===== config.mk =====
export PLATFORM = sky130hd
export DESIGN_NAME = qnna_mac_ctrl
export DESIGN_NICKNAME = d
export VERILOG_FILES = /design/src/rtl/qnna_mac_ctrl.sv
export SDC_FILE = /design/constraint.sdc
export NUM_CORES = 1
export LEC_CHECK = 0
export ABC_AREA = 1
export ABC_CLOCK_PERIOD_IN_PS = 9400
export BUFFER_PORTS_ARGS = -buffer_cell sky130_fd_sc_hd__buf_2
export CORE_ASPECT_RATIO = 0.7
export CORE_MARGIN = 2
export CORE_UTILIZATION = 35
export DETAILED_ROUTE_END_ITERATION = 12
export SLEW_MARGIN = 20
export SYNTH_ARGS = -nofsm -noshare
export SYNTH_HDL_FRONTEND = slang
export SYNTH_SLANG_ARGS = --single-unit

===== constraint.sdc =====
create_clock -name clk -period 9.4 [get_ports clk]
set_input_delay 1.88 -clock clk [delete_from_list [all_inputs] [get_ports clk]]
set_output_delay 1.88 -clock clk [all_outputs]
set_load 0.02 [all_outputs]

===== src/rtl/qnna_mac_ctrl.sv =====
// QNNA MAC array job sequencer: buffers matmul descriptors, launches one job at a
// time under a watchdog, and returns in-order completion records with an interrupt.
module qnna_mac_ctrl #(
  parameter int unsigned DEPTH   = 4,
  parameter logic [31:0] TIMEOUT = 32'd16777216,
  parameter int unsigned CNT_W   = 32
) (
  input  logic             clk,
  input  logic             rst_n,
  input  logic             cmd_valid,
  output logic             cmd_ready,
  input  logic [15:0]      cmd_m,
  input  logic [15:0]      cmd_n,
  input  logic [15:0]      cmd_k,
  input  logic             cmd_relu,
  input  logic [3:0]       cmd_tag,
  output logic             mac_start,
  input  logic             mac_done,
  output logic             mac_rst,
  output logic [15:0]      mac_dim_m,
  output logic [15:0]      mac_dim_n,
  output logic [15:0]      mac_dim_k,
  output logic             mac_relu_en,
  output logic             rsp_valid,
  input  logic             rsp_ready,
  output logic [3:0]       rsp_tag,
  output logic [1:0]       rsp_err,
  output logic [CNT_W-1:0] rsp_cycles,
  output logic             busy,
  output logic             irq
);

  localparam int unsigned PTR_W  = (DEPTH > 1) ? $clog2(DEPTH) : 1;
  localparam int unsigned FCNT_W = PTR_W + 1;

  localparam logic [1:0] ERR_OK   = 2'b00;
  localparam logic [1:0] ERR_ZERO = 2'b01;
  localparam logic [1:0] ERR_TMO  = 2'b10;

  typedef struct packed {
    logic [15:0] m;
    logic [15:0] n;
    logic [15:0] k;
    logic        relu;
    logic [3:0]  tag;
  } job_t;

  typedef enum logic [2:0] {
    S_IDLE, S_CHECK, S_ISSUE, S_WAIT, S_RESP, S_FLUSH
  } state_t;

  state_t            state_q, state_d;
  job_t              mem_q [DEPTH];
  logic [PTR_W-1:0]  wr_ptr_q, wr_ptr_d;
  logic [PTR_W-1:0]  rd_ptr_q, rd_ptr_d;
  logic [FCNT_W-1:0] count_q, count_d;
  job_t              job_q, job_d;
  logic [CNT_W-1:0]  cnt_q, cnt_d;
  logic              first_q, first_d;
  logic              cmd_ready_q, cmd_ready_d;
  logic              mac_start_q, mac_start_d;
  logic              mac_rst_q, mac_rst_d;
  logic [15:0]       dim_m_q, dim_m_d;
  logic [15:0]       dim_n_q, dim_n_d;
  logic [15:0]       dim_k_q, dim_k_d;
  logic              relu_q, relu_d;
  logic              rsp_valid_q, rsp_valid_d;
  logic [3:0]        rsp_tag_q, rsp_tag_d;
  logic [1:0]        rsp_err_q, rsp_err_d;
  logic [CNT_W-1:0]  rsp_cycles_q, rsp_cycles_d;
  logic              busy_q, busy_d;
  logic              irq_q, irq_d;

  logic              push;
  logic              pop;
  logic              fifo_nonempty;
  logic              dim_zero;
  logic [CNT_W-1:0]  cnt_inc;
  job_t              cmd_job;

  assign push          = cmd_valid && cmd_ready_q;
  assign fifo_nonempty = (count_q != '0);
  assign dim_zero      = (job_q.m == '0) || (job_q.n == '0) || (job_q.k == '0);
  assign cnt_inc       = (&cnt_q) ? cnt_q : cnt_q + CNT_W'(1);

  always_comb begin
    cmd_job.m    = cmd_m;
    cmd_job.n    = cmd_n;
    cmd_job.k    = cmd_k;
    cmd_job.relu = cmd_relu;
    cmd_job.tag  = cmd_tag;
  end

  // Descriptor storage; emptiness is tracked by count_q, so contents need no reset.
  always_ff @(posedge clk) begin
    if (push) begin
      mem_q[wr_ptr_q] <= cmd_job;
    end
  end

  // Sequencer next-state and registered-output logic.
  always_comb begin
    state_d      = state_q;
    job_d        = job_q;
    cnt_d        = cnt_q;
    first_d      = first_q;
    mac_start_d  = 1'b0;
    mac_rst_d    = 1'b0;
    dim_m_d      = dim_m_q;
    dim_n_d      = dim_n_q;
    dim_k_d      = dim_k_q;
    relu_d       = relu_q;
    rsp_valid_d  = rsp_valid_q;
    rsp_tag_d    = rsp_tag_q;
    rsp_err_d    = rsp_err_q;
    rsp_cycles_d = rsp_cycles_q;
    pop          = 1'b0;

    case (state_q)
      S_IDLE: begin
        if (fifo_nonempty) begin
          pop     = 1'b1;
          state_d = S_CHECK;
        end
      end
      S_CHECK: begin
        if (dim_zero) begin
          rsp_tag_d    = job_q.tag;
          rsp_err_d    = ERR_ZERO;
          rsp_cycles_d = '0;
          rsp_valid_d  = 1'b1;
          state_d      = S_RESP;
        end else begin
          dim_m_d     = job_q.m;
          dim_n_d     = job_q.n;
          dim_k_d     = job_q.k;
          relu_d      = job_q.relu;
          mac_start_d = 1'b1;
          cnt_d       = '0;
          state_d     = S_ISSUE;
        end
      end
      S_ISSUE: begin
        cnt_d   = cnt_inc;
        first_d = 1'b1;
        state_d = S_WAIT;
      end
      S_WAIT: begin
        // cnt_q holds cycles elapsed since the start pulse; done from the
        // previous job may still be high on the first WAIT cycle.
        cnt_d   = cnt_inc;
        first_d = 1'b0;
        if (mac_done && !first_q) begin
          rsp_tag_d    = job_q.tag;
          rsp_err_d    = ERR_OK;
          rsp_cycles_d = cnt_q;
          rsp_valid_d  = 1'b1;
          state_d      = S_RESP;
        end else if (cnt_q == CNT_W'(TIMEOUT)) begin
          rsp_tag_d    = job_q.tag;
          rsp_err_d    = ERR_TMO;
          rsp_cycles_d = cnt_q;
          mac_rst_d    = 1'b1;
          state_d      = S_FLUSH;
        end
      end
      S_FLUSH: begin
        rsp_valid_d = 1'b1;
        state_d     = S_RESP;
      end
      S_RESP: begin
        if (rsp_ready) begin
          rsp_valid_d = 1'b0;
          if (fifo_nonempty) begin
            pop     = 1'b1;
            state_d = S_CHECK;
          end else begin
            state_d = S_IDLE;
          end
        end
      end
      default: begin
        state_d = S_IDLE;
      end
    endcase
  end

  // FIFO pointer/occupancy bookkeeping and status flags.
  always_comb begin
    wr_ptr_d = wr_ptr_q;
    rd_ptr_d = rd_ptr_q;
    count_d  = count_q;
    if (push) begin
      wr_ptr_d = wr_ptr_q + PTR_W'(1);
    end
    if (pop) begin
      job_d_unused_guard();
      rd_ptr_d = rd_ptr_q + PTR_W'(1);
    end
    if (push && !pop) begin
      count_d = count_q + FCNT_W'(1);
    end else if (!push && pop) begin
      count_d = count_q - FCNT_W'(1);
    end
    cmd_ready_d = (count_d != FCNT_W'(DEPTH));
    busy_d      = (count_d != '0) || (state_d != S_IDLE);
    irq_d       = rsp_valid_d;
  end

  function automatic void job_d_unused_guard();
  endfunction

  always_ff @(posedge clk or negedge rst_n) begin
    if (!rst_n) begin
      state_q      <= S_IDLE;
      wr_ptr_q     <= '0;
      rd_ptr_q     <= '0;
      count_q      <= '0;
      job_q        <= '0;
      cnt_q        <= '0;
      first_q      <= 1'b0;
      cmd_ready_q  <= 1'b0;
      mac_start_q  <= 1'b0;
      mac_rst_q    <= 1'b1;
      dim_m_q      <= '0;
      dim_n_q      <= '0;
      dim_k_q      <= '0;
      relu_q       <= 1'b0;
      rsp_valid_q  <= 1'b0;
      rsp_tag_q    <= '0;
      rsp_err_q    <= '0;
      rsp_cycles_q <= '0;
      busy_q       <= 1'b0;
      irq_q        <= 1'b0;
    end else begin
      state_q      <= state_d;
      wr_ptr_q     <= wr_ptr_d;
      rd_ptr_q     <= rd_ptr_d;
      count_q      <= count_d;
      job_q        <= pop ? mem_q[rd_ptr_q] : job_d;
      cnt_q        <= cnt_d;
      first_q      <= first_d;
      cmd_ready_q  <= cmd_ready_d;
      mac_start_q  <= mac_start_d;
      mac_rst_q    <= mac_rst_d;
      dim_m_q      <= dim_m_d;
      dim_n_q      <= dim_n_d;
      dim_k_q      <= dim_k_d;
      relu_q       <= relu_d;
      rsp_valid_q  <= rsp_valid_d;
      rsp_tag_q    <= rsp_tag_d;
      rsp_err_q    <= rsp_err_d;
      rsp_cycles_q <= rsp_cycles_d;
      busy_q       <= busy_d;
      irq_q        <= irq_d;
    end
  end

  assign cmd_ready   = cmd_ready_q;
  assign mac_start   = mac_start_q;
  assign mac_rst     = mac_rst_q;
  assign mac_dim_m   = dim_m_q;
  assign mac_dim_n   = dim_n_q;
  assign mac_dim_k   = dim_k_q;
  assign mac_relu_en = relu_q;
  assign rsp_valid   = rsp_valid_q;
  assign rsp_tag     = rsp_tag_q;
  assign rsp_err     = rsp_err_q;
  assign rsp_cycles  = rsp_cycles_q;
  assign busy        = busy_q;
  assign irq         = irq_q;

endmodule

=== Yosys cells after proc, flatten, opt, wreduce, memory -nomap -nowiden ===
Memories as Yosys holds them, arrays and structs flattened. A register that Yosys moved wholly into a read port is not among the register bits.
Cells that the tools add are included.

* $add $sub $neg: 5
* Equality and inequality tests: 13
* Mux-type cells: 39
* Bitwise operators: 1
* Reductions and logical operators: 28

{| class="wikitable"
|+ Operators by type and width
! operator !! number
|-
| 2-to-1 mux 32 bit || 5
|-
| case mux 32 bit (2 select lines) || 2
|-
| zero test 16 bit || 3
|-
| adder 32 x 1 -> 32 bit, second input constant || 1
|-
| equality test 32 x 25 -> 1 bit, second input constant || 1
|-
| AND reduction 32 bit || 1
|-
| 2-to-1 mux 3 bit || 7
|-
| case mux 3 bit (6 select lines) || 1
|-
| 2-to-1 mux 1 bit || 13
|-
| 2-to-1 mux 4 bit || 3
|-
| inequality test 2 bit, second input constant || 5
|-
| nonzero test 3 bit || 3
|-
| case mux 4 bit (2 select lines) || 1
|-
| equality test 3 x 2 -> 1 bit, second input constant || 2
|-
| equality test 3 bit, second input constant || 2
|-
| 2-to-1 mux 2 bit || 3
|-
| inequality test 3 bit, second input constant || 2
|-
| AND reduction 3 bit || 2
|-
| nonzero test 2 bit || 3
|-
| adder 2 x 1 -> 2 bit, second input constant || 2
|-
| logical AND 1 bit || 4
|-
| zero test 1 bit || 4
|-
| case mux 1 bit (2 select lines) || 2
|-
| case mux 1 bit (4 select lines) || 1
|-
| other kinds (11) || 13
|}

* Register bits after elaboration: 135
* Memory bits (writable): 212
* Input port bits: 58
* Output and inout bits: 93
* Logic and storage cells: 105
* Memories kept: 1

{| class="wikitable"
|+ Memories
! name !! words !! bits a word !! read ports !! clocked after memory_dff !! wr ports !! line !! text
|-
| mem_q || 4 || 53 || 1 || 1 || 1 || 53 || <nowiki>job_t mem_q [DEPTH];</nowiki>
|}

=== Longest topological paths before layout ===
* Word-level depth: 9
* Mapped depth: 13

=== Least setup slack after synthesis ===
No wires, ideal clock.

* Path type: input to register
* Start point: in cmd_valid
* End point: mem mem_q[0][0] (netlist bit) (enable)
* Setup time: 464 ps
* Data arrival time: 4,266 ps
* Setup slack: 4,670 ps
* Stages: 2
* Buffers on the path: 0
* Cells stage by stage: nand2_1 -> nor2_1

* Longest elaborated chain between the ends: 3

{| class="wikitable"
|+ Ends and longest elaborated chain
! element !! line !! text
|-
| from (decl) || 10 || <nowiki>input logic cmd_valid,</nowiki>
|-
| logical AND 1 bit || 81 || <nowiki>assign push = cmd_valid && cmd_ready_q;</nowiki>
|-
| 2-to-1 mux 1 bit || 96 || <nowiki>if (push) begin</nowiki>
|-
| 2-to-1 mux 1 bit (implied by the code) || 97 || <nowiki>mem_q[wr_ptr_q] <= cmd_job;</nowiki>
|-
| to (decl) || 53 ||
|}

Every way passes these cells.

=== Worst setup path after layout ===
* Start point: in rsp_ready
* End point: reg, netlist name job_d[52]

* Longest elaborated chain between the ends: 2

{| class="wikitable"
|+ Ends and longest elaborated chain
! element !! line !! text
|-
| from (decl) || 25 || <nowiki>input logic rsp_ready,</nowiki>
|-
| 2-to-1 mux 1 bit || 172 || <nowiki>if (rsp_ready) begin</nowiki>
|-
| case mux 1 bit (2 select lines) || 119 || <nowiki>case (state_q)</nowiki>
|}

Every way passes these cells.
A chain may end at the register's enable or synchronous reset.

==> run summary <==
Ys Warns: 0
layout cells sized above 1: 14.9%
M2 GR Usage: 26.1%
Yosys top cell area share: 38.6%
Post-Syn Area: 0.0165 mm^2
Avg Cell Area, Syn: 10.2 um^2
fin crit share: 34.8%
core area: 0.0465 mm^2
Congestion Overflow GR: 0
Req. time, crit path: 9.80 ns
Vias: 11,538
clk root buf: clkbuf_16
CP Capture Type: flip-flop
TritonCTS buffer count: 41
HP Class: flip-flop to flip-flop
post-route cell area: 0.0192 mm^2
Syn Nets: 1,676
CTS H-Tree Depth: 2
utilization after layout: 41.4%
antenna-violating nets left: 0
Synth area leaders: edfxtp_1, dfrtp_1, nand2_1
crit-path max FO: 49
Internal: 3.83 mW
total of max-cap violations: 0
post-route clock skew: 0.0387 ns
CTS Hold Bufs: 0
Top Ports: 151
GRT Overall Usage: 17.0%
CTS tree: built
Seq pwr share: 42.1%
final setup fails: 0
min-delay src: rsp_cycles[14]
area post-placement: 0.0178 mm^2
fin nets: 1,811
chip height: 186 um
Comb power frac: 31.4%
synthesized flop and latch total: 400
Pins Over Slew Limit: 0
Post-DP HPWL: 25.5 mm
Chip Width: 263 um
Gate Count Post-Synth: 1,609
Worst Setup Start Kind: input pin
RSZ-0062 raised after global routing: false
Synth cell types: 33
post-CTS setup buffers: 0
Rows: 66
sequential-to-total area share from yosys stat: 67.1%
Sum Neg Setup Slack: 0 ns
Setup CP Type: input pin to flip-flop
Leak: 8.32 nW
pin count of the biggest net entering global routing: 108
final wirelength: 41.2 mm
sw power: 2.36 mW
DR vias/cell: 4.82
Pwr Total: 6.19 mW
clock slew at reported path FFs: 0.06 ns
Num Clock Sinks: 400
initial antenna violation count: 8
Fin. Hold Viols: 0
PostCTS Resize Cnt: 0
effective utilization at floorplan: 35.5%
busiest grt layer: met2
biggest area consumer among synthesized cells: edfxtp_1
Sw Share: 38.1%
Worst-Margin Slew: 0.959 ns
Min Hold Slack: 0.462 ns
initial DRC count: 1,021
drt first pass iters: 5
outcome: finished clean
first-pass GRT wire length: 64.8 mm
clock latency on the worst-skew pair: 0.57 ns
Worst setup startpoint: rsp_ready
P per Cell Area: 322 mW/mm^2
clock power share: 26.5%
gpl congestion: 0.882
vias in the first global route: 11,136
GR Util met1: 24.7%
met3 usage: 3.31%
CP Data Arrival Time: 3.67 ns
average wire per standard cell: 17.2 um
Die ar.: 0.0489 mm^2
DRC viols: 0
Clock Tree Buf Depth: 3
Worst R2R Start: rd_ptr_q[0]
Layout area overhead: 16.7%
fmax: 306 MHz
max_slew headroom: 36.1%
VDD IR max: 0.161 mV
Port Buffers: 150
post-route minimum period: 3.27 ns
## power by group through the flow
stage	Combinational [mW]	Sequential [mW]	Clock, mW
floorplan	1.28	2.67	0
global placement	1.88	2.67	0
detailed placement	1.91	2.68	0
CTS	1.92	2.65	1.68
global route	2.20	2.66	1.76
finish	1.94	2.60	1.64
## sequential cells by signal, summed over array words and instances (netlist names), 3 cells and up
register    cells
state_q         3
rsp_tag         4
mac_dim_k      16
count_q         3
rsp_cycles     32
mem_q         212
cnt_q          32
mac_dim_m      16
mac_dim_n      16
job_d          53
## cell families (layout without fill, tap and decap cells)
group / after synthesis / in the layout / synth area share, %
simple gates: 855 / 855 / 20.5
buf+inv: 144 / 312 / 3.74
fa+ha+maj: 9 / 9 / 0.683
compound gates: 180 / 180 / 6.77
flops: 400 / 400 / 67.1
other cells: 0 / 4 / 0
xor+xnor: 21 / 21 / 1.12
## placed cells by master (no fill, tap or decap), drive strengths merged
cell | synthesis | final
xnor2 | 10 | 10
inv | 69 | 69
diode | 0 | 4
o32ai | 53 | 53
nor2 | 282 | 282
buf | 36 | 166
ha | 9 | 9
clkinv | 0 | 16
clkbuf | 39 | 59
xor2 | 11 | 11
and3 | 1 | 1
dfstp | 1 | 1
bufinv | 0 | 2
a21o | 5 | 5
or2 | 1 | 1
o21ai | 118 | 118
edfxtp | 212 | 212
nor3 | 5 | 5
nand3 | 48 | 48
nand2 | 504 | 504
nand3b | 2 | 2
dfrtp | 187 | 187
a21oi | 4 | 4
nand4 | 12 | 12
## per-layer routing
| metal | wire [um] | vias up |
|---|---|---|
| met2 | 17900 | 244 |
| li1 | - | 5611 |
| met4 | 714 | 6 |
| met3 | 2110 | 59 |
| met5 | 46 | - |
| met1 | 20500 | 5618 |
## synth_stat cells (all sizes together)
cell / n
nand2: 504
nor2: 282
edfxtp: 212
dfrtp: 187
o21ai: 118
inv: 69
o32ai: 53
nand3: 48
clkbuf: 39
buf: 36
nand4: 12
xor2: 11
xnor2: 10
ha: 9
a21o: 5
nor3: 5
a21oi: 4
nand3b: 2
and3: 1
dfstp: 1
or2: 1
## path summary, 6_finish.rpt
| check | cells after the start | end | slack, ns |
|---|---|---|---|
| max in group asynchronous | 2 | job_d[19] | 6.70 |
| worst min register to register | 2 | rsp_cycles[14] | 0.46 |
| worst max register to register | 6 | job_d[41] | 6.75 |
| min in group asynchronous | 1 | rsp_cycles[18] | 1.30 |
| worst min-delay path | 2 | rsp_cycles[14] | 0.46 |
| worst max-delay path | 9 | job_d[52] | 6.13 |
## layout make-up
cell class	instances	area, um^2
fillers	4426	27300
flip-flops and latches	400	11100
multi-input cells	1065	4840
clock buffers	58	1160
repair buffers	167	907
well taps	612	766
inverters	69	260
clock inverters	18	219
diodes	4	10.0
## worst max-delay path: stages
cell and delay [ns]:
buf_2 0.11, inv_1 0.08, nand2_1 0.08, nand3_2 0.08, buf_4 0.43, inv_2 0.34
buf_4 0.38, nand2_1 0.14, o21ai_0 0.08
## stage by stage
| step | cells | worst slack [ns] |
|---|---|---|
| 4_1_cts | 2388 | 6.18 |
| 3_3_place_gp | 2312 | 5.66 |
| 2_1_floorplan | 1609 | 4.67 |
| 6_report | 2393 | 6.13 |
| 3_5_place_dp | 2312 | 5.60 |
| 5_1_grt | 2390 | 5.96 |
No activity file was read; power rests on OpenSTA's default activity.
